**src/rtl/vga_timing_pkg.sv**
```systemverilog
// Shared constants and helpers for the VGA raster timing generator.
// Holds the 800x600@60 and 640x480@60 mode tables and the counter width.
package vga_timing_pkg;

  localparam int CNT_W  = 11;
  localparam int FCNT_W = 16;
  localparam int CNT_MAX_TOTAL = 2048;

  // 800x600@60, 40 MHz pixel clock
  localparam int VGA800_H_ACTIVE     = 800;
  localparam int VGA800_H_SYNC_START = 840;
  localparam int VGA800_H_SYNC_END   = 968;
  localparam int VGA800_H_TOTAL      = 1056;
  localparam int VGA800_V_ACTIVE     = 600;
  localparam int VGA800_V_SYNC_START = 601;
  localparam int VGA800_V_SYNC_END   = 605;
  localparam int VGA800_V_TOTAL      = 628;

  // 640x480@60, 25 MHz pixel clock
  localparam int VGA640_H_ACTIVE     = 640;
  localparam int VGA640_H_SYNC_START = 656;
  localparam int VGA640_H_SYNC_END   = 752;
  localparam int VGA640_H_TOTAL      = 800;
  localparam int VGA640_V_ACTIVE     = 480;
  localparam int VGA640_V_SYNC_START = 490;
  localparam int VGA640_V_SYNC_END   = 492;
  localparam int VGA640_V_TOTAL      = 525;

  function automatic bit timing_ok(int active, int sync_start, int sync_end, int total);
    return (active < sync_start) && (sync_start < sync_end) &&
           (sync_end <= total) && (total <= CNT_MAX_TOTAL);
  endfunction

  function automatic logic in_window(logic [CNT_W-1:0] val, int lo, int hi);
    return (int'(val) >= lo) && (int'(val) < hi);
  endfunction

endpackage

```
**src/rtl/vga_timing_if.sv**
```systemverilog
// Raster timing bundle from the timing generator to the overlay chain.
// The generator drives it (master); downstream stages only observe it (slave).
interface vga_timing_if;
  import vga_timing_pkg::*;

  logic [CNT_W-1:0]  hcount_out;
  logic [CNT_W-1:0]  vcount_out;
  logic              hsync_out;
  logic              vsync_out;
  logic              hblnk_out;
  logic              vblnk_out;
  logic              frame_tick;
  logic [FCNT_W-1:0] frame_cnt;

  modport master (
    output hcount_out, vcount_out, hsync_out, vsync_out,
           hblnk_out, vblnk_out, frame_tick, frame_cnt
  );

  modport slave (
    input hcount_out, vcount_out, hsync_out, vsync_out,
          hblnk_out, vblnk_out, frame_tick, frame_cnt
  );
endinterface

```
**src/rtl/vga_wrap_counter.sv**
```systemverilog
// Modulo-N counter; exposes registered count, combinational next count and wrap.
// One-cycle update when en_i=1, holds otherwise; no backpressure.
module vga_wrap_counter
  import vga_timing_pkg::*;
#(
  parameter int N = VGA800_H_TOTAL,
  parameter int W = CNT_W
) (
  input  logic         clk,
  input  logic         rst,
  input  logic         en_i,
  output logic [W-1:0] cnt_o,
  output logic [W-1:0] nxt_o,
  output logic         wrap_o
);

  localparam logic [W-1:0] LAST = W'(N - 1);

  logic [W-1:0] cnt_q;
  logic [W-1:0] cnt_d;

  assign wrap_o = en_i && (cnt_q == LAST);

  always_comb begin
    cnt_d = cnt_q;
    if (en_i) begin
      cnt_d = wrap_o ? '0 : cnt_q + 1'b1;
    end
  end

  always_ff @(posedge clk or posedge rst) begin
    if (rst) begin
      cnt_q <= '0;
    end else begin
      cnt_q <= cnt_d;
    end
  end

  assign cnt_o = cnt_q;
  assign nxt_o = cnt_d;

endmodule

```
**src/rtl/vga_timing_gen.sv**
```systemverilog
// Free-running VGA raster timing: counters, sync/blank flags, frame tick and count, all registered together (1 clk).
// No backpressure; with VGA_TIMING_CKE_EN defined, a pix_en input qualifies every update.
module vga_timing_gen
  import vga_timing_pkg::*;
#(
  parameter int H_ACTIVE     = VGA800_H_ACTIVE,
  parameter int H_SYNC_START = VGA800_H_SYNC_START,
  parameter int H_SYNC_END   = VGA800_H_SYNC_END,
  parameter int H_TOTAL      = VGA800_H_TOTAL,
  parameter int V_ACTIVE     = VGA800_V_ACTIVE,
  parameter int V_SYNC_START = VGA800_V_SYNC_START,
  parameter int V_SYNC_END   = VGA800_V_SYNC_END,
  parameter int V_TOTAL      = VGA800_V_TOTAL,
  parameter bit SYNC_POL     = 1'b1
) (
  input  logic clk,
  input  logic rst,
`ifdef VGA_TIMING_CKE_EN
  input  logic pix_en,
`endif
  vga_timing_if.master vga
);

  generate
    if (!timing_ok(H_ACTIVE, H_SYNC_START, H_SYNC_END, H_TOTAL)) begin : g_bad_h
      $error("vga_timing_gen: illegal horizontal timing parameters");
    end
    if (!timing_ok(V_ACTIVE, V_SYNC_START, V_SYNC_END, V_TOTAL)) begin : g_bad_v
      $error("vga_timing_gen: illegal vertical timing parameters");
    end
  endgenerate

  logic en;
`ifdef VGA_TIMING_CKE_EN
  assign en = pix_en;
`else
  assign en = 1'b1;
`endif

  logic [CNT_W-1:0] h_q, h_d, v_q, v_d;
  logic             h_wrap, v_wrap;

  vga_wrap_counter #(.N(H_TOTAL), .W(CNT_W)) u_hcnt (
    .clk    (clk),
    .rst    (rst),
    .en_i   (en),
    .cnt_o  (h_q),
    .nxt_o  (h_d),
    .wrap_o (h_wrap)
  );

  // The vertical wrap coincides with the horizontal wrap of the last line: that is the frame edge.
  vga_wrap_counter #(.N(V_TOTAL), .W(CNT_W)) u_vcnt (
    .clk    (clk),
    .rst    (rst),
    .en_i   (h_wrap),
    .cnt_o  (v_q),
    .nxt_o  (v_d),
    .wrap_o (v_wrap)
  );

  logic              hsync_q, vsync_q, hblnk_q, vblnk_q, tick_q;
  logic              hsync_d, vsync_d, hblnk_d, vblnk_d;
  logic [FCNT_W-1:0] fcnt_q;

  // Flags come from the next counter values so they land in the same cycle as the counts.
  always_comb begin
    hsync_d = in_window(h_d, H_SYNC_START, H_SYNC_END) ? SYNC_POL : ~SYNC_POL;
    vsync_d = in_window(v_d, V_SYNC_START, V_SYNC_END) ? SYNC_POL : ~SYNC_POL;
    hblnk_d = (int'(h_d) >= H_ACTIVE);
    vblnk_d = (int'(v_d) >= V_ACTIVE);
  end

  always_ff @(posedge clk or posedge rst) begin
    if (rst) begin
      hsync_q <= ~SYNC_POL;
      vsync_q <= ~SYNC_POL;
      hblnk_q <= 1'b0;
      vblnk_q <= 1'b0;
      tick_q  <= 1'b0;
      fcnt_q  <= '0;
    end else if (en) begin
      hsync_q <= hsync_d;
      vsync_q <= vsync_d;
      hblnk_q <= hblnk_d;
      vblnk_q <= vblnk_d;
      tick_q  <= v_wrap;
      if (v_wrap) begin
        fcnt_q <= fcnt_q + 16'd1;
      end
    end
  end

  assign vga.hcount_out = h_q;
  assign vga.vcount_out = v_q;
  assign vga.hsync_out  = hsync_q;
  assign vga.vsync_out  = vsync_q;
  assign vga.hblnk_out  = hblnk_q;
  assign vga.vblnk_out  = vblnk_q;
  assign vga.frame_tick = tick_q;
  assign vga.frame_cnt  = fcnt_q;

endmodule

```
**src/flat_wrapper.sv**
```systemverilog
// flat-port wrapper written by rule: the top's interface ports become plain ports
module vga_timing_gen_flat import vga_timing_pkg::*;
#(
  parameter int H_ACTIVE     = VGA800_H_ACTIVE,
  parameter int H_SYNC_START = VGA800_H_SYNC_START,
  parameter int H_SYNC_END   = VGA800_H_SYNC_END,
  parameter int H_TOTAL      = VGA800_H_TOTAL,
  parameter int V_ACTIVE     = VGA800_V_ACTIVE,
  parameter int V_SYNC_START = VGA800_V_SYNC_START,
  parameter int V_SYNC_END   = VGA800_V_SYNC_END,
  parameter int V_TOTAL      = VGA800_V_TOTAL,
  parameter bit SYNC_POL     = 1'b1
)
  (clk, rst, vga_hcount_out, vga_vcount_out, vga_hsync_out, vga_vsync_out, vga_hblnk_out, vga_vblnk_out, vga_frame_tick, vga_frame_cnt);
  vga_timing_if vga_i ();
  input  logic clk;
  input  logic rst;
  output wire logic [$bits(vga_i.hcount_out)-1:0] vga_hcount_out;
  output wire logic [$bits(vga_i.vcount_out)-1:0] vga_vcount_out;
  output wire logic [$bits(vga_i.hsync_out)-1:0] vga_hsync_out;
  output wire logic [$bits(vga_i.vsync_out)-1:0] vga_vsync_out;
  output wire logic [$bits(vga_i.hblnk_out)-1:0] vga_hblnk_out;
  output wire logic [$bits(vga_i.vblnk_out)-1:0] vga_vblnk_out;
  output wire logic [$bits(vga_i.frame_tick)-1:0] vga_frame_tick;
  output wire logic [$bits(vga_i.frame_cnt)-1:0] vga_frame_cnt;
  assign vga_hcount_out = vga_i.hcount_out;
  assign vga_vcount_out = vga_i.vcount_out;
  assign vga_hsync_out = vga_i.hsync_out;
  assign vga_vsync_out = vga_i.vsync_out;
  assign vga_hblnk_out = vga_i.hblnk_out;
  assign vga_vblnk_out = vga_i.vblnk_out;
  assign vga_frame_tick = vga_i.frame_tick;
  assign vga_frame_cnt = vga_i.frame_cnt;
  vga_timing_gen #(.H_ACTIVE(H_ACTIVE), .H_SYNC_START(H_SYNC_START), .H_SYNC_END(H_SYNC_END), .H_TOTAL(H_TOTAL), .V_ACTIVE(V_ACTIVE), .V_SYNC_START(V_SYNC_START), .V_SYNC_END(V_SYNC_END), .V_TOTAL(V_TOTAL), .SYNC_POL(SYNC_POL)) u_core (.clk(clk), .rst(rst), .vga(vga_i));
endmodule
```
**config.mk**
```make
export PLATFORM = sky130hd
export DESIGN_NAME = vga_timing_gen_flat
export DESIGN_NICKNAME = d
export VERILOG_FILES = /design/src/rtl/vga_timing_pkg.sv /design/src/rtl/vga_timing_if.sv /design/src/rtl/vga_wrap_counter.sv /design/src/rtl/vga_timing_gen.sv /design/src/flat_wrapper.sv
export SDC_FILE = /design/constraint.sdc
export NUM_CORES = 1
export LEC_CHECK = 0
export CAP_MARGIN = 20
export CORE_ASPECT_RATIO = 0.5
export CORE_MARGIN = 10
export CORE_UTILIZATION = 51
export DETAILED_ROUTE_END_ITERATION = 7
export PLACE_DENSITY = 0.82
export SLEW_MARGIN = 10
export SYNTH_ARGS = -nofsm -noshare
export SYNTH_HDL_FRONTEND = slang
export SYNTH_SLANG_ARGS = --single-unit
```
**constraint.sdc**
```tcl
create_clock -name clk -period 2.7 [get_ports clk]
set_clock_uncertainty 0.15 [all_clocks]
set_input_delay 0.27 -clock clk [delete_from_list [all_inputs] [get_ports clk]]
set_output_delay 0.27 -clock clk [all_outputs]
set_load 0.005 [all_outputs]
```
---- Word-level counts from Yosys, hierarchy flattened ----
Index checks and enable logic that the tools add are counted.
Widths: inputs -> output; s select.
storage, ports and cells
  bits in writable memories ............... 0
  latch bits .............................. 0
  memories ................................ 0
  word-level logic and storage cells ...... 27
  bits in read-only memories .............. 0
  flip-flop bits (word level) ............. 43
operators by class
  mux-type cells .......................... 5
  add/sub/neg operators ................... 3
  reduce and logical (&&, ||, !) cells .... 3
  divide/modulo/power cells ............... 0
  $lt $le $gt $ge ......................... 6
  bitwise gates (word level) .............. 0
  equal/unequal tests ..................... 2
  shift-type cells ........................ 0
  multipliers ............................. 0
operators with widths
  cell                   number
  $ge 11x10->1 const B   4
  $mux 11                3
  $add 11x1->11 const B  2
  $lt 11x10->1 const B   2
  $add 16x1->16 const B  1
  $eq 11x10->1 const B   1
  $eq 11x11->1 const B   1
  $logic_and 1x1->1      3
  $mux 1                 2

---- Depth between registers and ports, before layout ----
  word-level depth ........................ 7
  gate-level depth with buffers ........... 8
  depth with buffers taken out ............ 7

---- Hierarchy ----
A second synthesis with hierarchy kept.
second synthesis, totals
  cell total of the unflattened synthesis .. 191
  area total of the unflattened synthesis .. 2084.5 um2
by module, submodules not included
  module                            area an instance (um2)  cells each  times used
  vga_timing_gen                    960.9                   81          1
  vga_wrap_counter (u_core.u_vcnt)  570.5                   57          1
  vga_wrap_counter (u_core.u_hcnt)  553.0                   53          1

---- Worst setup path after synthesis ----
No wires, ideal clock.
  kind .................................... register to register
  start ................................... register u_core.u_vcnt.cnt_q[0], in the netlist u_core.u_vcnt.cnt_o[0]
  end ..................................... register u_core.vsync_q, in the netlist u_core.vga.vsync_out
  setup slack ............................. 0.362 ns
  arrival time ............................ 2.093 ns
  library setup time ...................... 0.096 ns
  required time ........................... 2.454 ns
  stages on the path, launching flop included .. 9
  clock period less this slack ............ 2.338 ns
  cells stage by stage .................... dfrtp_1 > ha_1 > clkbuf_1 > and4bb_2 > and4_1 > o41a_1 > o22ai_2 > o211ai_1 > nor4_2
between the ends
  word-level cells in the longest chain between the ends .. 7
  elaborated cells between the ends (all ways) .. 9
ends and longest elaborated chain
  element                                                line                    text
  start: declaration                                     vga_wrap_counter.sv:19  logic [W-1:0] cnt_q;
  start signal: assignment                               vga_wrap_counter.sv:35  cnt_q <= cnt_d;
  branches (longest 3 deep; another with $add 11x1->11)  -
  $mux 11 (*)                                            vga_wrap_counter.sv:26  if (en_i) begin
  $ge 11x10->1 or $lt 11x10->1 (tied branches)           vga_timing_pkg.sv:35    return (int'(val) >= lo) && (int'(val) < hi);
  $logic_and 1x1->1 (*)                                  vga_timing_pkg.sv:35
  $mux 1 (*)                                             vga_timing_gen.sv:69    vsync_d = in_window(v_d, V_SYNC_START, V_SYNC_END) ? SYNC_POL : ~SYNC_POL;
  net u_core.vsync_d                                     vga_timing_gen.sv:63    logic hsync_d, vsync_d, hblnk_d, vblnk_d;
  end signal: assignment                                 vga_timing_gen.sv:77    vsync_q <= ~SYNC_POL;
  end signal: assignment                                 vga_timing_gen.sv:84    vsync_q <= vsync_d;
  end: declaration                                       vga_timing_gen.sv:62    logic hsync_q, vsync_q, hblnk_q, vblnk_q, tick_q;
Mark *: on every way through the listed nets, which the timed path passes.
A chain may end at the register's enable or synchronous reset.

---- Final worst setup path ----
Same ends and word-level chain as after synthesis.

==> results.sh <==
export IMPL_ir_drop_mv=0.213
export IMPL_crit_chain="ha_1 -> and4bb_2 -> and4_1 -> o41a_1 -> o22ai_2 -> o211ai_1 -> nor4_2"
export IMPL_fin_crit_ps=2520
export IMPL_grt_overflow=0
export IMPL_grt_max_degree=44
export IMPL_post_synth_instance_area_sq_mm=0.00232
export IMPL_start_util=0.528
export IMPL_slew_headroom=0.639
export IMPL_hold_ws_ps=256
export IMPL_synth_nets=233
export IMPL_most_common_layout_cells="clkdlybuf4s50_1, dfrtp_1, nand2_1, xnor2_1, nor2_1"
export IMPL_clkTransAtPathRegs_ps=90
export IMPL_cts_max_path_buffers=2
export IMPL_final_area_sq_mm=0.00291
export IMPL_rsz0062_at_grt="no"
export IMPL_ant_nets=0
export IMPL_cts_root_buffer="clkbuf_8"
export IMPL_via_count=1877
export IMPL_endpoint_kind="register"
export IMPL_io_buffer_count=44
export IMPL_n_antenna_cell=0
export IMPL_crit_type="reg -> reg"
export IMPL_cellLeakagePower_nw=1.23
export IMPL_drive_above_1_share=0.113
export IMPL_fin_nets=279
export IMPL_grtUsageTotal=0.146
export IMPL_die_area_sq_mm=0.00782
export IMPL_arrival_ps=2570
export IMPL_hold_buffers=0
export IMPL_hold_class="in -> async"
export IMPL_finalSetupTns_ps=0
export IMPL_synthToLayoutAreaGrowth_pct=25.1
export IMPL_remaining_drc_errors=0
export IMPL_p_seq_frac=0.548
export IMPL_cts_resized=0
export IMPL_cpPeakStageDelay_ps=460
export IMPL_netlist_instances=228
export IMPL_required_ps=2750
export IMPL_cts_sinks=43
export IMPL_ios=45
export IMPL_ys_ff_latch=43
export IMPL_first_pass_iters=4
export IMPL_start_kind="register"
export IMPL_reg2reg_slack_ps=180
export IMPL_crit_family="simple AND/OR/NAND/NOR gates"
export IMPL_crit_buf_inv=0
export IMPL_final_common_cell="clkdlybuf4s50_1"
export IMPL_post_cts_setup_buffers=0
export IMPL_htreeDepth=2
export IMPL_detailed_place_area_sq_mm=0.00279
export IMPL_setup_viol=0
export IMPL_cts_tree="built"
export IMPL_p_clk_frac=0.440
export IMPL_crit_slowest_cell="dfrtp_1"
export IMPL_ys_async_sr_fraction=1.00
export IMPL_max_freq_ghz=0.397
export IMPL_fin_crit_sh=0.932
export IMPL_die_w_um=115
export IMPL_clk_latency_ps=300
export IMPL_place_gp_congestion=0.829
export IMPL_synth_flop_cell="dfrtp_1"
export IMPL_wl_mm=5.34
export IMPL_drt_wirelength_per_cell_um=16.1
export IMPL_grt_pass1_vias=1894
export IMPL_final_hold_viol_count=0
export IMPL_combPwrFrac=0.012
export IMPL_synth_edf_count=0
export IMPL_path_max_fanout=8
export IMPL_power_density_mw_per_mm2=404
export IMPL_synth_warning_count=0
export IMPL_grt_pass1_wl_mm=9.32
export IMPL_drv_cap=0
export IMPL_tightest_slew_ps=535
export IMPL_p_sw_uw=229
export IMPL_status="completed"
export IMPL_synth_distinct_cells=49
export IMPL_p_int_uw=945
export IMPL_core_sq_mm=0.00440
export IMPL_die_y_um=67.7
export IMPL_place_hpwl_mm=3.96
export IMPL_num_rows=17
export IMPL_antenna_found_initial=0
export IMPL_synth_area_per_cell_sq_um=10.2
export IMPL_drtIter0Drc=106
export IMPL_synth_yosys_seq_area_share=0.463
export IMPL_cts_buffers=5
export IMPL_switching_share=0.195
export IMPL_maxSlewViolCount=0
export IMPL_viasPerCell=5.65
-- final timing paths --
kind | end | cells after the start | start
worst min-delay path | u_core.vga.frame_cnt[3] | 3 | rst
max in group asynchronous | u_core.u_vcnt.cnt_o[2] | 3 | rst
worst min register to register | u_core.u_hcnt.cnt_o[0] | 1 | u_core.u_hcnt.cnt_o[0]
worst max-delay path | u_core.vga.vsync_out | 7 | u_core.u_vcnt.cnt_o[0]
min in group clk | u_core.u_hcnt.cnt_o[0] | 1 | u_core.u_hcnt.cnt_o[0]
worst max register to register | u_core.vga.vsync_out | 7 | u_core.u_vcnt.cnt_o[0]
-- stage by stage --
step | instances | util | power (mW) | setup slack [ps]
CTS | 332 | 0.660 | 1.19 | 167
floorplan | 228 | - | 0.666 | 362
global route | 332 | 0.660 | 1.22 | 9.34
global placement | 324 | 0.634 | 0.671 | 252
detailed placement | 324 | 0.634 | 0.672 | 188
finish | 332 | 0.660 | 1.17 | 184
-- cell type report --
cell class / instances / area, sq um
clock buffer: 6 / 82.6
fill: 334 / 1500
sequential: 43 / 1080
timing repair buffer: 48 / 470
clock inverter: 2 / 35.0
inverter: 5 / 18.8
multi-input combinational: 171 / 1150
tap: 57 / 71.3
-- metal layers --
metal	GRT usage	up-vias	wire length (um)
li1	-	891	-
met1	0.170	932	2330
met2	0.269	49	2660
met3	0.0407	5	321
met4	0.0329	0	30
met5	0	-	0
-- state kept, by name (all words and copies together), names as in the netlist --
signal,cells
u_core.u_hcnt.cnt_o,11
u_core.u_vcnt.cnt_o,11
u_core.vga.frame_cnt,16
u_core.vga.frame_tick,1
u_core.vga.hblnk_out,1
u_core.vga.hsync_out,1
u_core.vga.vblnk_out,1
u_core.vga.vsync_out,1
-- power by group through the flow --
stage               clock, mW  sequential, mW  combinational (mW)
finish                  0.516           0.643              0.0146
detailed placement          0           0.656              0.0158
global route            0.560           0.643              0.0178
CTS                     0.526           0.643              0.0157
floorplan                   0           0.656             0.00945
global placement            0           0.656              0.0152
-- synthesized netlist by cell type, types with 2 or more instances --
cell	number	area share
xnor2_1	19	0.072
o22ai_1	3	0.0081
and3_1	10	0.027
dfrtp_1	43	0.46
nand4_1	6	0.016
and4_1	4	0.015
inv_1	5	0.0081
nand2_1	29	0.047
or2_2	3	0.0081
nor2b_1	2	0.0054
xor2_1	11	0.041
nor4_4	2	0.018
nor2_1	16	0.026
clkbuf_1	2	0.0032
o21ai_0	11	0.024
nand3_1	10	0.022
o211ai_1	2	0.0065
buf_6	5	0.024
ha_1	3	0.016
nand2b_1	2	0.0054
a21oi_1	6	0.013
a31oi_1	3	0.0081
nor3_1	5	0.011
-- tightest hold or removal path: stages --
cell and delay [ps]:
clkdlybuf4s50_1 390, inv_1 50, buf_4 450
-- cells by family after synthesis --
group	count (synthesis)	synth area share
AND/OR/NAND/NOR	103	0.263
adder cells (fa/ha/maj)	3	0.0161
multiplexers	2	0.00915
buffers and inverters	14	0.0409
AO/OA/AOI/OAI	32	0.0883
flip-flops	43	0.463
XOR/XNOR	31	0.120
No activity file was read; power rests on OpenSTA's default activity.
